**src/rtl/stripes_pkg.sv**
```systemverilog
// Shared constants and helpers for the Stripes bit-serial datapath.
// Used by both the transposer sequencing logic and the detransposer.
package stripes_pkg;

    localparam int unsigned DEF_WL       = 16;
    localparam int unsigned DEF_WORDS    = 16;
    localparam int unsigned DEF_SEL_BITS = 4;

    typedef enum logic {
        OUT_EMPTY = 1'b0,
        OUT_FULL  = 1'b1
    } out_state_e;

    // A precision of zero or beyond the word length means "full word".
    function automatic int unsigned clamp_precision(input int unsigned prec,
                                                    input int unsigned wl);
        return ((prec == 0) || (prec > wl)) ? wl : prec;
    endfunction

endpackage

```
**src/rtl/detransposer_lane.sv**
```systemverilog
// One word of the detransposer: accumulates one bit per accepted plane and
// produces the completed, optionally sign-extended word on the last plane.
module detransposer_lane
    import stripes_pkg::*;
#(
    parameter int unsigned WL       = DEF_WL,
    parameter int unsigned CW       = DEF_SEL_BITS + 1,
    parameter int unsigned SIGN_EXT = 0
) (
    input  logic          clk,
    input  logic          rst_n,
    input  logic          en,
    input  logic          first,
    input  logic          bit_in,
    input  logic [CW-1:0] idx,
    input  logic [CW-1:0] prec,
    output logic [WL-1:0] word_c
);

    logic [WL-1:0] acc;

    // Plane 0 clears every other bit so a previous block cannot leak through.
    always_ff @(posedge clk or negedge rst_n) begin
        if (!rst_n) begin
            acc <= '0;
        end else if (en) begin
            for (int unsigned b = 0; b < WL; b++) begin
                if (CW'(b) == idx) begin
                    acc[b] <= bit_in;
                end else if (first) begin
                    acc[b] <= 1'b0;
                end
            end
        end
    end

    // Merge the current plane into the accumulator and extend above prec.
    always_comb begin
        word_c = '0;
        for (int unsigned b = 0; b < WL; b++) begin
            if (CW'(b) < prec) begin
                if (CW'(b) == idx) begin
                    word_c[b] = bit_in;
                end else begin
                    word_c[b] = first ? 1'b0 : acc[b];
                end
            end else begin
                word_c[b] = (SIGN_EXT != 0) ? bit_in : 1'b0;
            end
        end
    end

endmodule

```
**src/rtl/detransposer.sv**
```systemverilog
// Bit-serial to bit-parallel reassembler: collects LSB-first bit-planes into
// WORDS parallel words and presents each block through a valid/ready register.
module detransposer
    import stripes_pkg::*;
#(
    parameter int unsigned SEL_BITS = DEF_SEL_BITS,
    parameter int unsigned WL       = DEF_WL,
    parameter int unsigned WORDS    = DEF_WORDS,
    parameter int unsigned SIGN_EXT = 0
) (
    input  logic                  clk,
    input  logic                  rst_n,
    input  logic                  in_valid,
    output logic                  in_ready,
    input  logic [WORDS-1:0]      stream,
    input  logic [SEL_BITS:0]     precision,
    output logic [WORDS*WL-1:0]   out_data,
    output logic                  out_valid,
    input  logic                  out_ready
);

    localparam int unsigned CW = SEL_BITS + 1;

    logic [CW-1:0] cnt;
    logic [CW-1:0] p_lat;
    out_state_e    out_state;

    logic [CW-1:0] p_in_c;
    logic [CW-1:0] p_cur_c;
    logic          first_c;
    logic          last_c;
    logic          accept_c;
    logic [WL-1:0] lane_word [WORDS];

    // The incoming precision only matters while waiting for plane 0.
    assign p_in_c   = CW'(clamp_precision(32'(precision), WL));
    assign first_c  = (cnt == '0);
    assign p_cur_c  = first_c ? p_in_c : p_lat;
    assign last_c   = (cnt == (p_cur_c - CW'(1)));
    assign out_valid = (out_state == OUT_FULL);

    // Only the last plane can stall, and only if the held block is not draining.
    assign in_ready = !(last_c && out_valid && !out_ready);
    assign accept_c = in_valid && in_ready;

    for (genvar i = 0; i < int'(WORDS); i++) begin : g_lane
        detransposer_lane #(
            .WL       (WL),
            .CW       (CW),
            .SIGN_EXT (SIGN_EXT)
        ) u_lane (
            .clk    (clk),
            .rst_n  (rst_n),
            .en     (accept_c),
            .first  (first_c),
            .bit_in (stream[i]),
            .idx    (cnt),
            .prec   (p_cur_c),
            .word_c (lane_word[i])
        );
    end

    // Plane sequencing: cnt walks 0..P-1, P is captured with plane 0.
    always_ff @(posedge clk or negedge rst_n) begin
        if (!rst_n) begin
            cnt   <= '0;
            p_lat <= CW'(WL);
        end else if (accept_c) begin
            if (first_c) begin
                p_lat <= p_in_c;
            end
            cnt <= last_c ? '0 : (cnt + CW'(1));
        end
    end

    // Output register; a refill on the last plane wins over a plain drain.
    always_ff @(posedge clk or negedge rst_n) begin
        if (!rst_n) begin
            out_state <= OUT_EMPTY;
            out_data  <= '0;
        end else begin
            case (out_state)
                OUT_EMPTY: begin
                    if (accept_c && last_c) begin
                        out_state <= OUT_FULL;
                    end
                end
                OUT_FULL: begin
                    if (!(accept_c && last_c) && out_ready) begin
                        out_state <= OUT_EMPTY;
                    end
                end
                default: out_state <= OUT_EMPTY;
            endcase
            if (accept_c && last_c) begin
                for (int unsigned i = 0; i < WORDS; i++) begin
                    out_data[i*WL +: WL] <= lane_word[i];
                end
            end
        end
    end

endmodule

```
**config.mk**
```make
export PLATFORM = sky130hd
export DESIGN_NAME = detransposer
export DESIGN_NICKNAME = d
export VERILOG_FILES = /design/src/rtl/stripes_pkg.sv /design/src/rtl/detransposer_lane.sv /design/src/rtl/detransposer.sv
export SDC_FILE = /design/constraint.sdc
export NUM_CORES = 1
export LEC_CHECK = 0
export CAP_MARGIN = 20
export CORE_MARGIN = 2
export CORE_UTILIZATION = 45
export CTS_CLUSTER_DIAMETER = 60
export CTS_CLUSTER_SIZE = 16
export DETAILED_ROUTE_END_ITERATION = 6
export PLACE_DENSITY = 0.67
export SKIP_LAST_GASP = 1
export SLEW_MARGIN = 20
export SYNTH_ARGS = -nofsm -noshare
export SYNTH_HDL_FRONTEND = slang
export SYNTH_SLANG_ARGS = --single-unit
export TNS_END_PERCENT = 100
```
**constraint.sdc**
```tcl
create_clock -name clk -period 4.8 [get_ports clk]
set_clock_uncertainty 0.1 [all_clocks]
set_input_delay 0.72 -clock clk [delete_from_list [all_inputs] [get_ports clk]]
set_output_delay 0.72 -clock clk [all_outputs]
set_load 0.005 [all_outputs]
```
=== Word level (Yosys, flattened, before mapping) ===
Index checks and enable logic that the tools add are counted.

* Memories: 0
* Bits in writable memories: 0
* Bits of input ports: 25
* Output and inout port bits: 258
* Logic and storage cells: 825
* Register bits: 523
* Latch bits: 0
* Bits in read-only memories: 0

* Equality and inequality tests: 16
* Multipliers: 0
* Divide/modulo/power cells: 0
* $add $sub $neg: 2
* Reductions and logical operators: 11
* Shift-type cells: 0
* Bitwise operators: 1
* Magnitude comparators: 17
* Muxes and demuxes: 758

{| class="wikitable"
|+ Operators with widths
! cell !! count
|-
| 2-to-1 mux 1 bit || 754
|-
| equality test 4 x 5 -> 1 bit (first input constant) || 8
|-
| less-than comparator 4 x 5 -> 1 bit (first input constant) || 8
|-
| equality test 3 x 5 -> 1 bit (first input constant) || 4
|-
| less-than comparator 3 x 5 -> 1 bit (first input constant) || 4
|-
| 2-to-1 mux 5 bit || 3
|-
| equality test 2 x 5 -> 1 bit (first input constant) || 2
|-
| logical NOT 5 bit || 2
|-
| less-than comparator 1 x 5 -> 1 bit (first input constant) || 2
|-
| less-than comparator 2 x 5 -> 1 bit (first input constant) || 2
|-
| adder 5 x 1 -> 5 bit (second input constant) || 1
|-
| equality test 1 x 5 -> 1 bit (first input constant) || 1
|-
| equality test 5 bit || 1
|-
| > comparator 5 bit (second input constant) || 1
|-
| logical AND 1 bit || 5
|-
| subtractor 5 x 1 -> 5 bit (second input constant) || 1
|-
| logical NOT 1 bit || 3
|-
| one-hot mux 1 bit (2 select lines) || 1
|-
| logical OR 1 bit || 1
|-
| NOT 1 bit || 1
|}

=== Depth between registers and ports, before layout ===
* Depth in word-level cells: 15
* Depth in mapped cells: 16
* Depth with buffers taken out: 11

=== Cells and area by module ===
Synthesis repeated with hierarchy kept, for this count alone.

* Cells, all modules: 3,243
* Area, all modules: 31,154.9 µm²

{| class="wikitable"
|+ Modules (own cells, without submodules)
! module !! area an instance (µm²) !! times used !! cells each !! seq. area each (µm²)
|-
| detransposer_lane at g_lane[0].u_lane ... || 1,280.0 || 14 || 163 || 400.4
|-
| detransposer || 10,669.0 || 1 || 635 || 6,682.7
|-
| detransposer_lane at g_lane[8].u_lane || 1,287.5 || 1 || 163 || 400.4
|-
| detransposer_lane at g_lane[3].u_lane || 1,278.7 || 1 || 163 || 400.4
|}

=== Worst setup path before layout ===
Ideal clock, no wire load.

* Kind: input to output
* Start: input port precision[1]
* End: output port in_ready
* Arrival: 3.048 ns
* Cell stages on the path: 10
* Required time: 3.980 ns
* Slack: 0.932 ns
* Buffers on the path: 1
* Cells stage by stage: or4_1 > ha_1 > nand2b_1 > o21ai_4 > ha_1 > xnor2_1 > nand3_1 > nor2_1 > clkbuf_1 > nand2_1

* Cells in the longest elaborated chain, start to end: 9
* Elaborated cells on any way between the ends: 10
* Those cells by class: add/sub (1); order compare (1); eq/ne (1); mux (2); reduce/logical (5)

{| class="wikitable"
|+ RTL lines
! what !! RTL line !! source
|-
| from (decl) || detransposer.sv:16 || <nowiki>input logic [SEL_BITS:0] precision,</nowiki>
|-
| > comparator 5 bit or logical NOT 5 bit (tied branches) || stripes_pkg.sv:17 || <nowiki>return ((prec == 0) || (prec > wl)) ? wl : prec;</nowiki>
|-
| logical OR 1 bit * || stripes_pkg.sv:17 ||
|-
| 2-to-1 mux 5 bit * || stripes_pkg.sv:17 ||
|-
| 2-to-1 mux 5 bit * || - ||
|-
| net g_lane[0].u_lane.prec[0] || detransposer_lane.sv:16 || <nowiki>input logic [CW-1:0] prec,</nowiki>
|-
| subtractor 5 x 1 -> 5 bit * || detransposer.sv:39 || <nowiki>assign last_c = (cnt == (p_cur_c - CW'(1)));</nowiki>
|-
| equality test 5 bit * || detransposer.sv:39 ||
|-
| logical AND 1 bit * (2 in series) || detransposer.sv:43 || <nowiki>assign in_ready = !(last_c && out_valid && !out_ready);</nowiki>
|-
| logical NOT 1 bit * || detransposer.sv:43 ||
|-
| to (decl) || detransposer.sv:14 || <nowiki>output logic in_ready,</nowiki>
|}

The timed path passes the listed nets; every way through them passes the cells marked *.

=== Worst setup path after layout ===
Same ends and word-level chain as after synthesis.

==> flow_summary.ini <==
[setup_path]
critPathKind = input pin to primary output
startpoint_type = input pin
crit_path_end_kind = primary output
worstPathArrival_ns = 3.74
r2r_slack_ns = 0.73
worstPathRequired_ns = 3.98
r2r_cells = 11
r2r_start = cnt[1]
cp_slowest_cell = or4_1
critPathMaxStageDelay_ns = 0.53
cp_max_fo = 4
path_cells = clkdlybuf4s50_1, or4_1, ha_1, nand2b_1, o21ai_4, ha_1, xnor2_2, nand3_2, nor2_4, nand2_1, clkdlybuf4s50_1
reg2reg_to = out_data[131]

[final_layout]
final_util_pct = 55.4
syn_to_final_growth_pct = 21.7
drive_gt1_share_pct = 12.0
num-nets-final = 2154
antennaDiodeCount = 0
fill_cells = 4322

[power_and_ir_drop]
leakagePower_nw = 13.2
ir_drop_uv = 332
power_density_mw_per_mm2 = 616

[yosys]
async_reset_ff_share_pct = 100
syn_area_per_cell_um2 = 12.2
synth_warnings = 0
yosysTopAreaCellShare_pct = 57.3
synth_enable_flop_cells = 0
ys_seq_area_share_pct = 57.4
syn_nets = 1902
synthesis.area_mm2 = 0.0228
yosysTopAreaCell = dfrtp_1
synthTopCellsByCount = dfrtp_1 (522), mux2i_1 (212), inv_1 (202)
synth.most_common_cell = dfrtp_1
synthTopCellsByArea = dfrtp_1 (57%), mux2i_1 (9.3%), o2bb2ai_1 (6.7%)
synth.distinct_cells = 46
ys_ff_latch = 523
synthCells = 1870
synth_flop_cell = dfrtp_1

[clocking]
insertion_delay_ns = 0.59
cts_max_level = 2
clock_sinks = 523
postCtsSetupBuffers = 0
cts.clk_slew.worst_paths_ns = 0.07
clockBufferDepth = 3
cts_tree = yes
cts_buffers = 42
root_buffer = clkbuf_16

[routing]
wire_per_inst_um = 23.6
drc = 0
antenna_left = 0
wl_um = 66300
drtIter0Drc = 1477
vias = 16377
via_per_inst = 5.83
first_pass_iters = 5

[flow_run]
max_cap_violations = 0

[floorplanning]
die-area_mm2 = 0.0525
rows = 82
die_w_um = 229
die_h_um = 229
io_pins = 283
core_area_mm2 = 0.0501
start_util_pct = 45.5

[grt]
antenna_found_initial = 0
grtUsageTotal_pct = 25.1
grt_max_degree = 143
grt_pass1_vias = 16852
overflow = 0
grt_pass1_wl_um = 102000

[sta]
maxSlewHeadroom_pct = 22.2
rsz0062_at_grt = false
setup_viol_count_final = 0
worstMarginPinSlew_ns = 1.16
fmax_mhz = 219
fin_crit_sh_pct = 95.1
finalHoldViolCount = 0
min_period_ns = 4.56
drv_slew = 0
setup_tns_ns = 0

[place]
hpwl_um = 44000
gp_congestion = 0.855
portBuffers = 282

[worst_hold_path]
worstHoldPathType = input pin to async pin

[outcome]
status = completed
critical path: cells and delay by family:
kind	cells	cell delay (ns)
simple gates	5	1.12
buf+inv	2	0.88
fa+ha+maj	2	0.58
xor+xnor	1	0.20
compound gates	1	0.23
what timing repair did:
| item | CTS | global route |
|---|---|---|
| hold buffers | 0 | 0 |
| resized for setup | 2 | 6 |
| endpoints found under the setup margin | 1 | 1 |
area by class of cell:
class	instances	area (um^2)	share of cell area, %
clock buffers	47	1120	4.04
clock inverters	12	121	0.437
inverters	203	762	2.75
multi-input cells	992	8270	29.8
flip-flops and latches	523	13100	47.2
well taps	672	841	3.03
repair buffers	360	3550	12.8
placed cells by master, fill, tap and decap left out, drive strengths merged, types with 3 or more instances in the layout:
cell	synthesis	layout
nand3	10	10
nor2	58	58
dfrtp	522	522
ha	7	7
buf	83	80
a22o	63	63
clkinvlp	0	3
clkinv	1	6
mux2i	212	212
a22oi	177	177
clkdlybuf4s50	0	280
clkbuf	69	47
xnor2	4	4
o2bb2ai	175	175
nand2	51	51
o31ai	13	13
inv	202	205
nor3	17	17
nand4	10	10
mux2	105	105
a21oi	13	13
a32o	19	19
o21ai	36	36
nand2b	3	3
routing by layer:
layer | routed length (um) | up-vias | global-route usage [%]
met2 | 31800 | 502 | 40.5
li1 | - | 7255 | -
met1 | 28900 | 8527 | 34.9
met4 | 1460 | 2 | 6.90
met3 | 4110 | 91 | 4.69
met5 | 77 | - | 1.01
registers in the layout (all words and copies together), names as in the netlist:
| name | flops |
|---|---|
| cnt | 5 |
| out_data | 256 |
| g_lane.u_lane.acc | 256 |
| out_valid | 1 |
| p_lat | 5 |
power breakdown:
part / internal [W] / total [W] / switching, W
Sequential: 0.00611 / 0.00719 / 0.00108
Clock: 0.00173 / 0.00336 / 0.00163
Combinational: 0.00326 / 0.00654 / 0.00328
Total: 0.0111 / 0.0171 / 0.00599
cell families after synthesis:
logic type	share of synthesized area [%]
buf+inv	6.62
flops	57.4
xor+xnor	0.154
fa+ha+maj	0.384
mux	14.5
simple gates	3.11
compound gates	17.8
metrics by stage:
step / cell area (um^2) / hold slack, ns / cells / setup WS [ns] / power (W)
after floorplan: 22800 / 0.324 / 1870 / 0.932 / 0.0107
after global placement: 26500 / 0.368 / 2750 / 0.218 / 0.0135
after detailed placement: 26500 / 0.373 / 2750 / 0.150 / 0.0137
after CTS: 27700 / 0.138 / 2809 / 0.0312 / 0.0172
after global routing: 27700 / 0.165 / 2809 / 0.0826 / 0.0181
final: 27700 / 0.0876 / 2809 / 0.235 / 0.0171
how the worst max path moves through the flow:
stage          slack [ns]    startpoint                       end  cells past startpoint
3_5_place_dp         0.15  precision[1]  g_lane[14].u_lane.acc[6]                     12
3_3_place_gp         0.22  precision[1]                  in_ready                     11
5_1_grt              0.08        cnt[0]                  in_ready                     13
2_1_floorplan        0.93  precision[1]                  in_ready                     10
4_1_cts              0.03        cnt[0]                  in_ready                     13
6_report             0.24  precision[1]                  in_ready                     11
Power figures use the tool's default switching activity.
